--- src/rtl/mem_arbiter.sv ---
// rtl/mem_arbiter.sv - I/D cache memory arbiter; round-robin tie-break when MEM_ARB_ROUND_ROBIN_EN is defined
module mem_arbiter #(
  parameter int ADDR_W = 28,
  parameter int DATA_W = 128
) (
  input  logic              clk,
  input  logic              rst_n,
  input  logic              i_read,
  input  logic              i_write,
  input  logic [ADDR_W-1:0] i_addr,
  input  logic [DATA_W-1:0] i_wdata,
  output logic [DATA_W-1:0] i_rdata,
  output logic              i_ready,
  input  logic              d_read,
  input  logic              d_write,
  input  logic [ADDR_W-1:0] d_addr,
  input  logic [DATA_W-1:0] d_wdata,
  output logic [DATA_W-1:0] d_rdata,
  output logic              d_ready,
  output logic              mem_read,
  output logic              mem_write,
  output logic [ADDR_W-1:0] mem_addr,
  output logic [DATA_W-1:0] mem_wdata,
  input  logic [DATA_W-1:0] mem_rdata,
  input  logic              mem_ready,
  output logic [1:0]        grant
);

  typedef enum logic [1:0] {IDLE, BUSY_I, BUSY_D, DONE} state_t;

  state_t            state;
  state_t            state_nxt;
  logic              i_req;
  logic              d_req;
  logic              pick_d;
  logic              cap_read;
  logic              cap_write;
  logic [ADDR_W-1:0] cap_addr;
  logic [DATA_W-1:0] cap_wdata;
  logic [DATA_W-1:0] i_rdata_q;
  logic [DATA_W-1:0] d_rdata_q;

  assign i_req = i_read | i_write;
  assign d_req = d_read | d_write;

`ifdef MEM_ARB_ROUND_ROBIN_EN
  logic last_d;

  // On a tie D wins only when I was the last one served
  assign pick_d = d_req & (~i_req | ~last_d);

  // Remember who was granted last; starts as D so I wins the first tie
  always_ff @(posedge clk or negedge rst_n) begin
    if (!rst_n) begin
      last_d <= 1'b1;
    end else if (state == IDLE && (i_req | d_req)) begin
      last_d <= pick_d;
    end
  end
`else
  // Fixed priority: D wins every tie
  assign pick_d = d_req;
`endif

  // State register
  always_ff @(posedge clk or negedge rst_n) begin
    if (!rst_n) begin
      state <= IDLE;
    end else begin
      state <= state_nxt;
    end
  end

  // Next-state logic
  always_comb begin
    state_nxt = state;
    case (state)
      IDLE: begin
        if (i_req | d_req) begin
          state_nxt = pick_d ? BUSY_D : BUSY_I;
        end
      end
      BUSY_I, BUSY_D: begin
        if (mem_ready) begin
          state_nxt = DONE;
        end
      end
      DONE:    state_nxt = IDLE;
      default: state_nxt = IDLE;
    endcase
  end

  // Capture the winner's request; read+write together becomes a write
  always_ff @(posedge clk or negedge rst_n) begin
    if (!rst_n) begin
      cap_read  <= 1'b0;
      cap_write <= 1'b0;
      cap_addr  <= '0;
      cap_wdata <= '0;
    end else if (state == IDLE && (i_req | d_req)) begin
      if (pick_d) begin
        cap_read  <= d_read & ~d_write;
        cap_write <= d_write;
        cap_addr  <= d_addr;
        cap_wdata <= d_wdata;
      end else begin
        cap_read  <= i_read & ~i_write;
        cap_write <= i_write;
        cap_addr  <= i_addr;
        cap_wdata <= i_wdata;
      end
    end
  end

  // Latch read data for the owner on a completed read only
  always_ff @(posedge clk or negedge rst_n) begin
    if (!rst_n) begin
      i_rdata_q <= '0;
      d_rdata_q <= '0;
    end else if (mem_ready && cap_read) begin
      if (state == BUSY_I) begin
        i_rdata_q <= mem_rdata;
      end
      if (state == BUSY_D) begin
        d_rdata_q <= mem_rdata;
      end
    end
  end

  assign i_rdata   = i_rdata_q;
  assign d_rdata   = d_rdata_q;
  assign mem_addr  = cap_addr;
  assign mem_wdata = cap_wdata;

  // Strobes, readies and grant decoded from state; nothing leaks out in IDLE/DONE
  always_comb begin
    mem_read  = 1'b0;
    mem_write = 1'b0;
    i_ready   = 1'b0;
    d_ready   = 1'b0;
    grant     = 2'b00;
    case (state)
      BUSY_I: begin
        grant     = 2'b01;
        mem_read  = cap_read;
        mem_write = cap_write;
        i_ready   = mem_ready;
      end
      BUSY_D: begin
        grant     = 2'b10;
        mem_read  = cap_read;
        mem_write = cap_write;
        d_ready   = mem_ready;
      end
      default: begin
        grant = 2'b00;
      end
    endcase
  end

endmodule
--- config.mk ---
export PLATFORM = sky130hd
export DESIGN_NAME = mem_arbiter
export DESIGN_NICKNAME = d
export VERILOG_FILES = /design/src/rtl/mem_arbiter.sv
export SDC_FILE = /design/constraint.sdc
export NUM_CORES = 1
export LEC_CHECK = 0
export ABC_CLOCK_PERIOD_IN_PS = 1700
export BUFFER_PORTS_ARGS = -buffer_cell sky130_fd_sc_hd__buf_2
export CORE_AREA = 4 4 332 334
export CTS_BUF_LIST = sky130_fd_sc_hd__clkbuf_4 sky130_fd_sc_hd__clkbuf_8 sky130_fd_sc_hd__clkbuf_16
export CTS_CLUSTER_DIAMETER = 200
export CTS_CLUSTER_SIZE = 20
export DETAILED_ROUTE_END_ITERATION = 8
export DIE_AREA = 0 0 336 338
export PLACE_DENSITY_LB_ADDON = 0.25
export RECOVER_POWER = 100
export SYNTH_ARGS = -nofsm -noshare
export SYNTH_HDL_FRONTEND = slang
export SYNTH_SLANG_ARGS = --single-unit
--- constraint.sdc ---
create_clock -name clk -period 1.7 [get_ports clk]
set_clock_uncertainty 0.05 [all_clocks]
set_input_delay 0.085 -clock clk [delete_from_list [all_inputs] [get_ports clk]]
set_output_delay 0.085 -clock clk [all_outputs]
set_load 0.005 [all_outputs]
==> results of run 1 <==
power breakdown:
part | leakage [nW] | switching, W | internal (W)
Combinational | 7.89 | 0.00889 | 0.00904
Sequential | 5.08 | 0.00269 | 0.0148
Clock | 0.322 | 0.00338 | 0.00276
Total | 13.3 | 0.0150 | 0.0266
layout by cell type, fill, tap and decap left out, drive strengths merged, types with 2 or more instances in the layout:
master       count
a21oi            3
a2bb2oi          2
and2             4
buf            621
clkbuf         415
dfrtp          416
diode            2
dlygate4sd3    448
ha               5
inv              3
mux2           256
mux2i          156
nand2          158
nor2             2
nor2b            2
o21ai          156
worst min-delay path by stage:
stage,start,to,slack [ns],cells past startpoint
floorplan,rst_n,cap_read,-0.26,0
global placement,rst_n,d_rdata[30],-0.03,1
detailed placement,rst_n,d_rdata[30],-0.03,1
CTS,d_read,mem_wdata[117],0.001,5
global route,d_write,mem_wdata[117],0.02,5
finish,d_write,mem_wdata[117],0.04,5
sequential cells by signal (all words and copies together) (netlist names):
name,count
i_rdata,128
mem_addr,28
state,2
d_rdata,128
cap_read,1
cap_write,1
mem_wdata,128
layer usage:
layer,up-vias,GRT usage
li1,7159,-
met1,7181,0.144
met2,529,0.211
met3,77,0.0231
met4,0,0.0309
met5,-,0
critical path: cells and delay by family (launching register included):
kind / cells / cell delay, ns
flip-flops: 1 / 0.40
AND/OR/NAND/NOR: 2 / 0.27
multiplexers: 1 / 0.26
adder cells (fa/ha/maj): 1 / 0.18
buffers and inverters: 4 / 0.52
what timing repair did:
action / 4_1_cts / 5_1_grt
setup buffers: 6 / 5
cloned: 5 / 16
setup endpoints to repair: 311 / 295
hold endpoints to repair: 832 / 0
gates resized for setup: 43 / 56
pin swaps: 1 / 2
hold buffers: 449 / 0
kinds of logic (layout without fill, tap and decap cells):
group / count (synthesis) / in the layout / share of synthesized area
muxes: 412 / 412 / 0.262
buffers and inverters: 82 / 1489 / 0.0296
and+or+nand+nor: 169 / 169 / 0.0386
other: 0 / 2 / 0
AOI/OAI and AO/OA: 165 / 165 / 0.0510
adders and majority gates: 5 / 5 / 0.00369
DFF: 416 / 416 / 0.615
cell type report:
| class | count | area (µm²) |
|---|---|---|
| Inverter | 3 | 11.3 |
| Antenna cell | 2 | 5.00 |
| Multi-Input combinational cell | 751 | 6210 |
| Sequential cell | 416 | 10400 |
| Tap cell | 1403 | 1760 |
| Fill cell | 11375 | 77600 |
| Clock inverter | 1 | 30.0 |
| Clock buffer | 25 | 626 |
| Timing Repair Buffer | 1460 | 10200 |
stage by stage:
step | total power (W) | setup slack (ns) | hold slack [ns] | area, µm² | std cells
after floorplan | 0.0247 | -0.102 | -0.261 | 17000 | 1249
after global placement | 0.0343 | -0.107 | -0.0302 | 23800 | 3552
after detailed placement | 0.0344 | -0.101 | -0.0305 | 23800 | 3552
after CTS | 0.0422 | -0.152 | 0.00129 | 29300 | 4038
after global routing | 0.0447 | -0.178 | 0.0236 | 29300 | 4061
final | 0.0415 | -0.106 | 0.0435 | 29300 | 4061
==> run_results.csv, run 1 <==
group,metric,value,unit
status,status,"finished, violations left",
status,failed_checks,"negative setup slack",
worst_setup_path,critPathLaunchType,"flip-flop",
worst_hold_path,hold_class,"in2reg",
clocking,cts_root_buf,"clkbuf_16",
worst_setup_path,end_kind,"flip-flop",
die,pin_count,865,
detailed_routing,top_layer,"met4",
synthesis,synth_cell_types,25,
pwr,power.density,1420,mW/mm²
die,core,0.107,mm²
detailed_routing,wirelength,74.0,mm
sta,min_period,1.81,ns
sta,rsz0062_at_grt,"yes",
detailed_routing,first_pass_iters,4,
synthesis,synth_area_leaders,"dfrtp_1 61%, mux2_2 17%, mux2i_1 9.2%",
die,fp.dieW,336,µm
worst_setup_path,r2r-end,"d_rdata[127]",
worst_setup_path,worst_path_largest_cell_delay,0.40,ns
run,cap_violations,0,
worst_setup_path,cp.required,2.12,ns
global_routing,overflow,0,
global_routing,grt_max_degree,53,
sta,slew_viol_final,0,
detailed_routing,drt_iter0_drc,507,
synthesis,synth_edf_count,0,
die,num_rows,120,
worst_setup_path,worstPathMaxFanout,6,
clocking,cts.sinks,416,
global_routing,grt_pass1_vias,15991,
clocking,cts_inserted_buffers,24,
synthesis,synth_top_area_cell,"dfrtp_1",
synthesis,yosysMostFrequentCell,"dfrtp_1",
die,fp.dieArea,0.114,mm²
placement,gp_congestion,0.798,
synthesis,synthFlopType,"dfrtp_1",
detailed_routing,vias,14946,
worst_setup_path,critPathLaunch,"state[0]",
synthesis,synth_area_per_cell,13.6,µm²
finish,synthToLayoutAreaGrowth,73.0,%
detailed_routing,drc_errors,0,
worst_setup_path,reg2reg_setup_slack,-0.11,ns
worst_setup_path,crit_top_cell,"buf_12",
worst_setup_path,slowest_stage,"dfrtp_1",
global_routing,grt_use_total,0.118,
synthesis,synthTopCellsByCount,"416 x dfrtp_1, 256 x mux2_2, 158 x nand2_1, 156 x mux2i_1, 102 x o21ai_1",
clocking,cts_tree,"built",
detailed_routing,avgViaCountPerCell,3.68,
synthesis,syn_inst,1249,
sta,period_share,1.06,
sta,layout_setup_ws,-0.106,ns
synthesis,synth_area,0.0169,mm²
synthesis,synth_async_sr_flop_share,1.00,
synthesis,seq_area_frac_synth,0.615,
global_routing,antenna_found_initial,10,
detailed_routing,wl_met2,36.8,mm
detailed_routing,met1Wirelength,31.1,mm
worst_setup_path,crit_end,"d_rdata[127]",
finish,num-nets-final,3108,
clocking,clock_path_buffers,3,
sta,clock.fmax,0.554,GHz
worst_setup_path,reg2reg_depth,8,
worst_setup_path,critPathKind,"reg2reg",
placement,port_buffers,864,
global_routing,grt_pass1_wl,102,mm
pwr,vdd_ir_drop_max,610,µV
synthesis,yosys_warnings,0,
detailed_routing,avgRoutedWirePerCell,18.2,µm
synthesis,ys_seq_elements,416,
synthesis,syn_nets,1701,
sta,tightest_slew,0.902,ns
detailed_routing,wl_met3,4.31,mm
finish,drive_gt1_frac,0.360,
sta,setup_viol,221,
die,start_util,0.158,
clocking,clk_pin_slew,0.09,ns
placement,post-dp-hpwl,56.5,mm
worst_setup_path,path_cells,"inv_2 -> ha_2 -> and2_4 -> nand2_8 -> buf_12 -> buf_4 -> buf_12 -> mux2_2",
synthesis,synth_top_area_share,0.615,
die,die_y,338,µm
sta,fin_setup_tns,-11.91,ns
clocking,clk_latency,0.58,ns
clocking,htreeDepth,1,
finish,utilization,0.274,
worst_setup_path,cp.arrival,2.22,ns
sta,slew_headroom,0.398,
worst_setup_path,r2r-start,"state[0]",
pwr,p_leak,13.3,nW
detailed_routing,postRouteAntennaNets,0,
sta,hold_viol,0,
No activity file was read; power rests on OpenSTA's default activity.
==> inputs of run 2 (changes only) <==
- CORE_AREA: 4 4 332 334 -> 4 4 334 336
- CTS_BUF_LIST: sky130_fd_sc_hd__clkbuf_4 sky130_fd_sc_hd__clkbuf_8 sky130_fd_sc_hd__clkbuf_16 -> sky130_fd_sc_hd__clkbuf_4
- DIE_AREA: 0 0 336 338 -> 0 0 338 340
==> run 2 against run 1 <==
  * Area after synthesis unchanged
  * Synthesized cell count unchanged
  * The flow now stops in clock tree synthesis (4_1_cts)
==> run_results.csv, run 2 <==
group,metric,value,unit
status,status,"stopped before the end",
status,lastStage,"clock tree synthesis (4_1_cts)",
status,firstError,"[ERROR RSZ-0060] Max buffer count reached.",
synthesis,synth_top_area_cell,"dfrtp_1",
die,die_y,340,µm
synthesis,synth_async_sr_flop_share,1.00,
synthesis,seq_area_frac_synth,0.615,
synthesis,synthTopCellsByCount,"416 x dfrtp_1, 256 x mux2_2, 158 x nand2_1, 156 x mux2i_1, 102 x o21ai_1",
synthesis,ys_seq_elements,416,
synthesis,synth_compound_area_frac,0.0510,
synthesis,synth_top_family_by_area,"multiplexers",
clocking,htreeDepth,1,
clocking,cts_root_buf,"clkbuf_4",
die,num_rows,121,
placement,post-dp-hpwl,57.2,mm
synthesis,syn_inst,1249,
synthesis,synth_mux_area_frac,0.262,
placement,gp_congestion,0.776,
die,pin_count,865,
synthesis,syn_nets,1701,
synthesis,synth-simple-area-share,0.0386,
clocking,clock_path_buffers,3,
placement,port_buffers,864,
clocking,cts_setup_buffers,49,
synthesis,synth_cell_types,25,
synthesis,synth_area_per_cell,13.6,µm²
synthesis,synth_xor_area_frac,0,
synthesis,synth_area,0.0169,mm²
clocking,cts_inserted_buffers,24,
synthesis,yosys_warnings,0,
synthesis,synth-adder-area-share,0.00369,
synthesis,synth_edf_count,0,
synthesis,yosysMostFrequentCell,"dfrtp_1",
die,fp.dieW,338,µm
synthesis,synth_top_area_share,0.615,
clocking,cts_resized,178,
clocking,hold_buffers,730,
synthesis,synthFlopType,"dfrtp_1",
synthesis,synth_area_leaders,"dfrtp_1 61%, mux2_2 17%, mux2i_1 9.2%",
die,start_util,0.156,
clocking,cts.sinks,416,
==> run 2: cell counts after synthesis <==
No cell type changed its count.
==> run 2: per-stage QoR <==
stage / hold slack [ns] / cell area [µm²] / setup slack [ns] / TNS, ns / std cells
3_3_place_gp: -0.0582 / 23700 / -0.125 / -16.03 / 3560
2_1_floorplan: -0.261 / 17000 / -0.102 / -8.77 / 1249
3_5_place_dp: -0.0612 / 23700 / -0.125 / -15.60 / 3560
==> run 2: cells by family after synthesis <==
kind of cell / after synthesis
compound gates: 165
fa+ha+maj: 5
buf+inv: 82
flops: 416
mux: 412
simple gates: 169
==> inputs of run 3 (changes only) <==
- ABC_CLOCK_PERIOD_IN_PS: 1700 -> 2200
- CORE_AREA: 4 4 334 336 -> 4 4 336 338
- CTS_BUF_LIST: sky130_fd_sc_hd__clkbuf_4 -> default
- CTS_CLUSTER_DIAMETER: 200 -> default
- CTS_CLUSTER_SIZE: 20 -> default
- DIE_AREA: 0 0 338 340 -> 0 0 340 342
- PLACE_DENSITY_LB_ADDON: 0.25 -> 0.15
- clock period: 1.7 -> 2.2 ns (I/O delays scaled with it)
==> run 3 against run 2 <==
  * The run now ends clean
==> run_results.csv, run 3 (same netlist as run 1, synthesis figures left out) <==
group,metric,value,unit
placement,gp_congestion,0.818,
placement,port_buffers,864,
die,fp.dieW,340,µm
clocking,cts_inserted_buffers,52,
clocking,cts_tree,"built",
worst_setup_path,cp.arrival,2.56,ns
detailed_routing,drc_errors,0,
clocking,clock_path_buffers,3,
finish,nFillCells,11789,
sta,fin_setup_tns,0,ns
global_routing,grt_pass1_wl,105,mm
sta,hold_viol,0,
worst_setup_path,path_delay_family,"buffers and inverters",
status,status,"completed",
run,cap_violations,0,
sta,rsz0062_at_grt,"no",
sta,tightest_slew,1.32,ns
worst_hold_path,hold_class,"in2async",
global_routing,overflow,0,
global_routing,grt_pass1_vias,16390,
global_routing,grt_max_degree,71,
finish,synthToLayoutAreaGrowth,71.3,%
placement,post_dp_cell_area,0.0234,mm²
die,fp.dieArea,0.116,mm²
global_routing,grt_use_total,0.118,
die,core,0.110,mm²
sta,slew_headroom,0.122,
die,num_rows,122,
sta,period_share,0.973,
worst_setup_path,critPathLaunchType,"input port",
detailed_routing,first_pass_iters,4,
worst_setup_path,path_cells,"dlygate4sd3_1 -> buf_2 -> nor2_4 -> buf_12 -> buf_12 -> clkbuf_2 -> mux2i_1 -> dlygate4sd3_1 -> o21ai_1",
finish,mostFrequentLayoutCells,"496 x buf_2, 449 x dlygate4sd3_1, 416 x dfrtp_1",
global_routing,antenna_found_initial,4,
clocking,htreeDepth,2,
sta,slew_viol_final,0,
worst_setup_path,slowest_stage,"dlygate4sd3_1",
worst_setup_path,critPathKind,"in2reg",
placement,post-dp-hpwl,56.9,mm
worst_setup_path,worstPathMaxFanout,20,
sta,clock.fmax,0.467,GHz
pwr,power.density,1180,mW/mm²
detailed_routing,vias,14874,
clocking,clk_pin_slew,0.07,ns
sta,min_period,2.14,ns
die,die_y,342,µm
die,pin_count,865,
detailed_routing,wirelength,72.7,mm
finish,final_common_cell,"buf_2",
finish,drive_gt1_frac,0.340,
clocking,cts_root_buf,"clkbuf_16",
detailed_routing,avgRoutedWirePerCell,17.6,µm
detailed_routing,avgViaCountPerCell,3.60,
detailed_routing,postRouteAntennaNets,0,
worst_setup_path,cp.required,2.62,ns
worst_setup_path,end_kind,"flip-flop",
clocking,clk_latency,0.62,ns
die,start_util,0.154,
finish,num-nets-final,3055,
pwr,p_leak,13.1,nW
clocking,cts.sinks,416,
sta,setup_viol,0,
finish,final_cell_area,0.0290,mm²
detailed_routing,drt_iter0_drc,483,
worst_setup_path,cp.buffers_inverters,6,
worst_setup_path,worst_path_largest_cell_delay,0.60,ns
pwr,vdd_ir_drop_max,515,µV
==> run 3: worst paths after layout <==
kind | end | slack (ns) | cells after the start | startpoint
max in group asynchronous | i_rdata[88] | 0.35 | 3 | rst_n
max reg2reg | i_rdata[104] | 0.18 | 5 | state[1]
min in group clk | state[1] | 0.16 | 4 | d_read
min | d_rdata[48] | 0.01 | 2 | rst_n
max | mem_wdata[127] | 0.06 | 9 | d_write
min reg2reg | mem_wdata[105] | 0.42 | 2 | mem_wdata[105]
==> run 3: layout make-up <==
class,instances,area [µm²],share of cell area
Sequential cell,416,10400,0.359
Timing Repair Buffer,1379,8970,0.309
Multi-Input combinational cell,751,6040,0.208
Tap cell,1488,1860,0.0642
Clock buffer,76,1540,0.0531
Clock inverter,19,174,0.00599
Inverter,3,11.3,0.000388
Antenna cell,4,10.0,0.000345
==> run 3: through the flow <==
stage	setup WS [ns]	util	instances	total power [W]	hold slack [ns]
2_1_floorplan	0.326	-	1249	0.0191	-0.236
3_3_place_gp	0.0883	0.213	3585	0.0265	0.102
3_5_place_dp	0.0634	0.213	3585	0.0266	0.117
4_1_cts	0.000398	0.269	4129	0.0362	0.00153
5_1_grt	0.0183	0.264	4132	0.0368	0.0162
6_report	0.0601	0.264	4136	0.0343	0.0133
==> run 3: worst reg2reg max path, stage by stage (launching register included) <==
cell and delay [ns]:
dfrtp_1 0.37, inv_1 0.09, ha_1 0.22, nand3_1 0.28
clkbuf_4 0.49, mux2_2 0.41
==> run 3: repair_timing <==
action,4_1_cts,5_1_grt
setup endpoints to repair,0,25
hold endpoints to repair,813,0
buffers inserted,0,2
hold buffers,449,0
resized for setup,0,1
==> run 3: metal layers <==
metal	up-vias	share of wire	wire length (µm)	GRT usage
met3	103	0.064	4690	0.0310
li1	7074	-	-	-
met4	0	0.035	2560	0.0404
met5	-	0	0	0
met1	7154	0.41	29500	0.139
met2	543	0.49	36000	0.209
==> run 3: where the power goes <==
| group | switching (W) | internal (W) |
|---|---|---|
| clock network | 0.00352 | 0.00498 |
| logic | 0.00657 | 0.00574 |
| registers | 0.00202 | 0.0115 |
| total | 0.0121 | 0.0222 |
==> inputs of run 4 (changes only) <==
==> constraint.sdc (replaced) <==
create_clock -name clk -period 2.2 [get_ports clk]
set_clock_uncertainty 0.05 [all_clocks]
set_input_delay 0.33 -clock clk [delete_from_list [all_inputs] [get_ports clk]]
set_output_delay 0.33 -clock clk [all_outputs]
set_load 0.005 [all_outputs]
==> run 4 against run 3 <==
  * The run now ends with max-capacitance violations, max-slew violations left
  * Die area is the same
  * Register-to-register slack got worse by 0.05 ns
  * Clock power fell by 0.9%
  * Count of clock-buffer cells in the layout fell by 5
  * Largest cell class unchanged
  * Cell count decreased by 1.3%
  * Sequential cell count did not move
==> run_results.csv, run 4 (same netlist as run 1, synthesis figures left out) <==
group,metric,value,unit
status,status,"finished, violations left",
status,failed_checks,"max-capacitance violations, max-slew violations",
finish,num-nets-final,3009,
clocking,cts.sinks,416,
clocking,clk_latency,0.59,ns
placement,post-dp-hpwl,56.5,mm
finish,diodes,0,
detailed_routing,first_pass_iters,4,
global_routing,grt_pass1_wl,104,mm
clocking,cts_inserted_buffers,52,
finish,synthToLayoutAreaGrowth,67.7,%
finish,nFillCells,11813,
pwr,vdd_ir_drop_max,488,µV
global_routing,grt_max_degree,69,
sta,period_share,0.959,
detailed_routing,wirelength,71.3,mm
finish,utilization,0.258,
detailed_routing,avgViaCountPerCell,3.61,
worst_setup_path,critPathLaunchType,"input port",
placement,gp_congestion,0.797,
sta,slew_viol_final,44,
sta,slew_headroom,-0.0410,
pwr,power.total,0.0340,W
die,die_y,342,µm
worst_setup_path,critPathKind,"in2reg",
finish,drive_gt1_frac,0.345,
pwr,power.density,1200,mW/mm²
die,pin_count,865,
clocking,cts_tree,"built",
worst_setup_path,worstPathMaxFanout,51,
die,fp.dieArea,0.116,mm²
finish,instances_no_fill,4081,
placement,port_buffers,864,
global_routing,overflow,0,
global_routing,antenna_found_initial,5,
die,num_rows,122,
worst_hold_path,hold_class,"in2reg",
sta,rsz0062_at_grt,"yes",
worst_setup_path,cp.arrival,2.51,ns
sta,holdWs,0.0480,ns
die,start_util,0.154,
die,core,0.110,mm²
die,fp.dieW,340,µm
placement,dp_cells,3593,
sta,clock.fmax,0.474,GHz
clocking,clock_path_buffers,3,
sta,hold_viol,0,
detailed_routing,drt_iter0_drc,334,
worst_setup_path,end_kind,"flip-flop",
finish,mostFrequentLayoutCells,"494 x buf_2, 416 x dfrtp_1, 398 x dlygate4sd3_1",
clocking,cts_root_buf,"clkbuf_16",
clocking,clk_pin_slew,0.05,ns
sta,tightest_slew,1.56,ns
clocking,htreeDepth,2,
worst_setup_path,cp.required,2.60,ns
sta,setup_viol,0,
detailed_routing,vias,14752,
detailed_routing,drc_errors,0,
global_routing,grt_pass1_vias,16048,
detailed_routing,avgRoutedWirePerCell,17.5,µm
worst_setup_path,reg2reg_depth,5,
clocking,cts_setup_buffers,0,
detailed_routing,postRouteAntennaNets,0,
pwr,p_leak,12.8,nW
sta,min_period,2.11,ns
run,cap_violations,1,
worst_hold_path,min_path_cells,3,
finish,final_common_cell,"buf_2",
global_routing,grt_use_total,0.118,
sta,fin_setup_tns,0,ns
run 4: area by class of cell:
type                    count  area [µm²]  area share
clock buffers              71        1450      0.0511
clock inverters            19         219     0.00771
inverters                   3        11.3    0.000396
multi-input cells         751        6030       0.212
flip-flops and latches    416       10400       0.367
well taps                1488        1860      0.0656
repair buffers           1333        8420       0.296
run 4: per-stage QoR:
step	area, µm²	worst slack, ns
after floorplan	16900	0.326
after global placement	23400	0.0596
after detailed placement	23400	0.0382
after CTS	29000	0.0188
after global routing	28400	-0.0282
final	28400	0.0909
run 4: layer usage:
layer | part of all wire | global-route usage | routed length, µm
met1 | 0.39 | 0.131 | 27500
met2 | 0.51 | 0.213 | 36300
met3 | 0.076 | 0.0368 | 5440
met4 | 0.029 | 0.0375 | 2050
met5 | 0.00018 | 0 | 13
run 4: power breakdown:
part	switching (W)	internal [W]	total (W)
logic	0.00652	0.00560	0.0121
registers	0.00200	0.0115	0.0135
clock network	0.00335	0.00506	0.00842
run 4: worst paths after layout:
check	startpoint	endpoint	slack (ns)
worst max register to register	state[1]	i_rdata[21]	0.13
max in group asynchronous	rst_n	d_rdata[13]	0.25
worst max-delay path	i_read	mem_wdata[112]	0.09
worst min-delay path	d_addr[5]	mem_addr[5]	0.05
worst min register to register	mem_wdata[93]	mem_wdata[93]	0.43
min in group asynchronous	rst_n	i_rdata[73]	0.65
run 4: worst max-delay path, stage by stage:
cell,delay (ns)
dlygate4sd3_1,0.55
clkbuf_1,0.12
o41ai_1,0.64
buf_12,0.31
clkbuf_4,0.37
o21ai_0,0.15
run 4: what timing repair did:
action | CTS | global route
pin swaps | 0 | 0
setup endpoints to repair | 1 | 21
resized for setup | 1 | 1
hold buffers | 398 | 0
endpoints found under the hold margin | 444 | 0
gates cloned | 0 | 0
